### config.mk
export PLATFORM = sky130hd
export DESIGN_NAME = fifo_burst_reader
export DESIGN_NICKNAME = d
export VERILOG_FILES = /design/src/rtl/fifo_burst_reader.sv
export SDC_FILE = /design/constraint.sdc
export NUM_CORES = 1
export LEC_CHECK = 0
export CAP_MARGIN = 10
export CORE_ASPECT_RATIO = 1.5
export CORE_MARGIN = 3
export CORE_UTILIZATION = 30
export CTS_CLUSTER_DIAMETER = 60
export DETAILED_ROUTE_END_ITERATION = 8
export PLACE_DENSITY = 0.7
export SLEW_MARGIN = 40
export SYNTH_ARGS = -nofsm -noshare
export SYNTH_HDL_FRONTEND = slang
export SYNTH_SLANG_ARGS = --single-unit
### constraint.sdc
create_clock -name clk -period 2.5 [get_ports clk]
set_clock_uncertainty 0.2 [all_clocks]
set_input_delay 0.5 -clock clk [delete_from_list [all_inputs] [get_ports clk]]
set_output_delay 0.5 -clock clk [all_outputs]
set_load 0.05 [all_outputs]
### src/rtl/fifo_burst_reader.sv
// Read-side burst controller for the 8-deep FIFO: drains burst_len words onto a valid/ready stream.
// Optional read-ahead skid buffer is enabled with `define FIFO_BURST_READER_PREFETCH_EN.
module fifo_burst_reader #(
    parameter int DATA_W = 32,
    parameter int LEN_W  = 8
) (
    input  logic              clk,
    input  logic              reset,
    input  logic              start,
    input  logic [LEN_W-1:0]  burst_len,
    input  logic              clr,
    input  logic              empty,
    input  logic              rd_ack,
    input  logic              rd_err,
    input  logic [DATA_W-1:0] d_out,
    output logic              rd_en,
    output logic [DATA_W-1:0] m_data,
    output logic              m_valid,
    input  logic              m_ready,
    output logic              busy,
    output logic              done,
    output logic              err
);

    typedef enum logic [2:0] {
        IDLE  = 3'b000,
        ISSUE = 3'b001,
        WAIT  = 3'b010,
        HOLD  = 3'b011,
        DONE  = 3'b100,
        ERROR = 3'b101
    } state_t;

    state_t            state, state_d;
    logic [LEN_W-1:0]  remaining, remaining_d, remaining_dec;
    logic [DATA_W-1:0] m_data_d;
    logic              m_valid_d;

`ifdef FIFO_BURST_READER_PREFETCH_EN
    logic [DATA_W-1:0] skid, skid_d;
    logic              skid_v, skid_v_d;
    logic [LEN_W-1:0]  issued, issued_d;
    logic [LEN_W-1:0]  burst, burst_d;
    logic              pend, pend_d;
    logic              pf_err, pf_err_d;
    logic              pf_issue, pf_good, pf_bad, xfer;
`endif

    assign busy = (state != IDLE);
    assign done = (state == DONE);
    assign err  = (state == ERROR);

    // Saturating decrement keeps remaining from wrapping below zero.
    assign remaining_dec = (remaining == '0) ? remaining : remaining - LEN_W'(1);

    always_ff @(posedge clk) begin
        if (reset) begin
            state     <= IDLE;
            remaining <= '0;
            m_data    <= '0;
            m_valid   <= 1'b0;
`ifdef FIFO_BURST_READER_PREFETCH_EN
            skid      <= '0;
            skid_v    <= 1'b0;
            issued    <= '0;
            burst     <= '0;
            pend      <= 1'b0;
            pf_err    <= 1'b0;
`endif
        end else begin
            state     <= state_d;
            remaining <= remaining_d;
            m_data    <= m_data_d;
            m_valid   <= m_valid_d;
`ifdef FIFO_BURST_READER_PREFETCH_EN
            skid      <= skid_d;
            skid_v    <= skid_v_d;
            issued    <= issued_d;
            burst     <= burst_d;
            pend      <= pend_d;
            pf_err    <= pf_err_d;
`endif
        end
    end

    always_comb begin
        state_d     = state;
        remaining_d = remaining;
        m_data_d    = m_data;
        m_valid_d   = m_valid;
        rd_en       = 1'b0;
`ifdef FIFO_BURST_READER_PREFETCH_EN
        skid_d      = skid;
        skid_v_d    = skid_v;
        issued_d    = issued;
        burst_d     = burst;
        pend_d      = 1'b0;
        pf_err_d    = pf_err;
        pf_good     = pend & rd_ack & ~rd_err;
        pf_bad      = pend & ~pf_good;
        pf_issue    = ~skid_v & ~pend & ~pf_err & (issued < burst) & ~empty;
        xfer        = m_valid & m_ready;
`endif

        case (state)
            IDLE: begin
                if (start) begin
                    if (burst_len != '0) begin
                        remaining_d = burst_len;
                        state_d     = ISSUE;
                    end else begin
                        state_d = DONE;
                    end
`ifdef FIFO_BURST_READER_PREFETCH_EN
                    burst_d  = burst_len;
                    issued_d = '0;
                    pf_err_d = 1'b0;
                    skid_v_d = 1'b0;
`endif
                end
            end

            ISSUE: begin
                if (!empty) begin
                    rd_en   = 1'b1;
                    state_d = WAIT;
`ifdef FIFO_BURST_READER_PREFETCH_EN
                    issued_d = issued + LEN_W'(1);
`endif
                end
            end

            WAIT: begin
                // rd_err wins over rd_ack; a missing response is also fatal.
                if (rd_err) begin
                    state_d = ERROR;
                end else if (rd_ack) begin
                    m_data_d    = d_out;
                    m_valid_d   = 1'b1;
                    remaining_d = remaining_dec;
                    state_d     = HOLD;
                end else begin
                    state_d = ERROR;
                end
            end

            HOLD: begin
`ifdef FIFO_BURST_READER_PREFETCH_EN
                rd_en  = pf_issue;
                pend_d = pf_issue;
                if (pf_issue) issued_d = issued + LEN_W'(1);
                if (pf_bad)   pf_err_d = 1'b1;
                if (xfer) begin
                    if (skid_v) begin
                        m_data_d    = skid;
                        m_valid_d   = 1'b1;
                        skid_v_d    = 1'b0;
                        remaining_d = remaining_dec;
                    end else if (pf_good) begin
                        m_data_d    = d_out;
                        m_valid_d   = 1'b1;
                        remaining_d = remaining_dec;
                    end else begin
                        m_valid_d = 1'b0;
                        if (pf_err || pf_bad) state_d = ERROR;
                        else if (pf_issue)    state_d = HOLD;
                        else if (remaining == '0) state_d = DONE;
                        else                  state_d = ISSUE;
                    end
                end else begin
                    // Without a transfer, a returning word parks in the skid,
                    // or fills m_data directly when the output slot is empty.
                    if (pf_good) begin
                        if (m_valid) begin
                            skid_d   = d_out;
                            skid_v_d = 1'b1;
                        end else begin
                            m_data_d    = d_out;
                            m_valid_d   = 1'b1;
                            remaining_d = remaining_dec;
                        end
                    end
                    if (!m_valid && (pf_err || pf_bad)) state_d = ERROR;
                end
`else
                if (m_ready) begin
                    m_valid_d = 1'b0;
                    state_d   = (remaining == '0) ? DONE : ISSUE;
                end
`endif
            end

            DONE: begin
                state_d = IDLE;
            end

            ERROR: begin
                m_valid_d = 1'b0;
`ifdef FIFO_BURST_READER_PREFETCH_EN
                skid_v_d = 1'b0;
`endif
                if (clr) state_d = IDLE;
            end

            default: begin
                state_d   = IDLE;
                m_valid_d = 1'b0;
            end
        endcase
    end

endmodule

==> flow_summary.ini <==
[sta]
max_freq_ghz = 0.432
fin_crit_sh = 0.926
finalSetupViolCount = 0
hold_viol_final = 0
tns_ns = 0
rsz0062_at_grt = false
slew_headroom = 0.606
worst_pin_slew_ns = 0.588
slew_viol_final = 0
layout_min_cycle_time_ns = 2.32

[die]
rows = 35
ioPinCount = 85
die_x_um = 72.7
die_h_um = 106
core-area_um2 = 6310
start_util = 0.318
die-area_um2 = 7710

[finish]
most-common-layout-cells = clkdlybuf4s50_1 (80), nand2_1 (73), a21oi_1 (46)
fin_util = 0.495
drive_above_1_share = 0.104
mostFrequentLayoutCell = clkdlybuf4s50_1
final_nets = 394
insertedDiodeCount = 0
synthToLayoutAreaGrowth_pct = 56.0
fillCellCount = 664

[hold_path]
whs_path_depth = 2
min-delay-path-class = flop to flop

[grt]
grt_max_degree = 34
grt.busiest_layer = met2
grt_pass1_wl_um = 9540
antenna_found_initial = 0
grt_usage = 0.153
gr-usage-met3 = 0.0520
grt_util_met2 = 0.266
use_met1 = 0.171
grt_pass1_vias = 2099
grt_overflow = 0

[power_and_ir_drop]
p_sw_uw = 512
powerDensity_nw_per_um2 = 559
leakagePower_nw = 1.05
p_seq_frac = 0.438
ir_worst_vdd_uv = 384
p_sw_frac = 0.293
clkPwrFrac = 0.310
p_comb_frac = 0.252
p_int_mw = 1.23

[worst_setup_path]
crit_path_max_fanout = 12
arrival_ns = 1.62
r2r_cells = 6
critPathKind = flop to primary output
crit_family = flip-flops
endpoint_kind = primary output
worst_path_max_delay_cell = dfxtp_1
cpPeakStageDelay_ns = 0.58
crit_chain = inv_1 > nor3_2 > buf_12
crit_buf_inv = 2
cp-start-kind = flop
cp.required_ns = 1.80
timing.critical_path.depth = 3

[synthesis]
yosysTopAreaCellShare = 0.440
async_flop_share = 0
ys_types = 45
ys_seq_elements = 44
synth_area_leaders = dfxtp_1 (44%), nand2_1 (14%), a21oi_1 (11%), clkbuf_1 (2.4%), nor4_1 (1.6%)
syn_nets = 307
yosys_warnings = 0
synth_area_um2 = 2000
syn_inst = 258
syn_avg_cell_area_um2 = 7.76
synth_seq_area_share = 0.440
synth_ff_type = dfxtp_1
synth_edf_count = 0
yosys.area.top_type = dfxtp_1

[clock_network]
cts_resized = 0
postCtsSetupRepairBufs = 0
cts_root_buf = clkbuf_8
cts_buffers = 5
tritoncts = yes
clock-sinks = 44
insertion_delay_ns = 0.29
clk_path_buf_depth = 2
clk_pin_slew_ns = 0.09
cts_hold_buf = 0
htreeDepth = 2

[drt]
vias_per_cell = 5.11
wl_per_cell_um = 14.1
drc = 0
totalWireLength_um = 5930
drt-pass1-iter-count = 5
antenna_left = 0
vias = 2145
drtIter0Drc = 64

[place]
routabilityCongestion = 0.858
dp_hpwl_um = 4410
io_buffers = 84

[outcome]
status = complete, no violations

[run]
maxCapViolations = 0
synth_stat cells (4+ instances only):
| cell | number |
|---|---|
| nor4_1 | 5 |
| clkbuf_1 | 13 |
| nand2_1 | 73 |
| inv_1 | 5 |
| nor2b_1 | 4 |
| a21oi_1 | 46 |
| dfxtp_1 | 44 |
| o21ai_0 | 4 |
| nor3_1 | 5 |
| nor2_1 | 7 |
final timing paths:
path                       end  slack [ns]    startpoint
setup / recovery           err        0.18      state[2]
hold / removal      m_data[31]        0.26    m_data[31]
setup reg to reg  remaining[0]        0.23  remaining[0]
hold reg to reg     m_data[31]        0.26    m_data[31]
area by class of cell:
cell class	count	area [um2]	area share
multi-input combinational	192	1050	0.338
clock buffer	5	68.8	0.0220
sequential	44	881	0.282
timing repair buffer	97	966	0.309
inverter	5	18.8	0.00601
tap	74	92.6	0.0296
clock inverter	3	42.5	0.0136
stage by stage:
stage / cells / total power [mW] / area [um2] / setup slack [ns] / hold WS (ns)
after detailed placement: 412 / 1.22 / 3010 / 0.0978 / 0.246
after global routing: 420 / 1.84 / 3120 / 0.104 / 0.283
after CTS: 420 / 1.77 / 3120 / 0.195 / 0.259
after floorplan: 258 / 1.03 / 2020 / 0.0359 / 0.248
after global placement: 412 / 1.21 / 3010 / 0.145 / 0.242
final: 420 / 1.75 / 3120 / 0.185 / 0.256
worst min-delay path, stage by stage (launching register included):
cell	delay (ns)
dfxtp_1	0.31
nand2_1	0.05
a21oi_1	0.05
power groups by stage:
stage	clock network (mW)	logic [mW]	registers [mW]
after global routing	0.596	0.470	0.770
after CTS	0.567	0.440	0.764
after global placement	0	0.433	0.778
after detailed placement	0	0.437	0.780
final	0.541	0.440	0.765
after floorplan	0	0.237	0.793
sequential cells by signal (all words and copies together), names as in the netlist:
name	cells
remaining	8
m_data	32
m_valid	1
state	3
cell families after synthesis:
group           share of synthesized area
compound gates                      0.247
flops                               0.440
simple gates                        0.264
buf+inv                            0.0431
fa+ha+maj                         0.00625
layer usage:
| metal | wire length, um | up-vias | part of all wire |
|---|---|---|---|
| li1 | - | 1081 | - |
| met1 | 2340 | 980 | 0.40 |
| met2 | 3040 | 77 | 0.51 |
| met3 | 464 | 7 | 0.078 |
| met4 | 74 | 0 | 0.012 |
| met5 | 0 | - | 0 |
No activity file was read; power rests on OpenSTA's default activity.
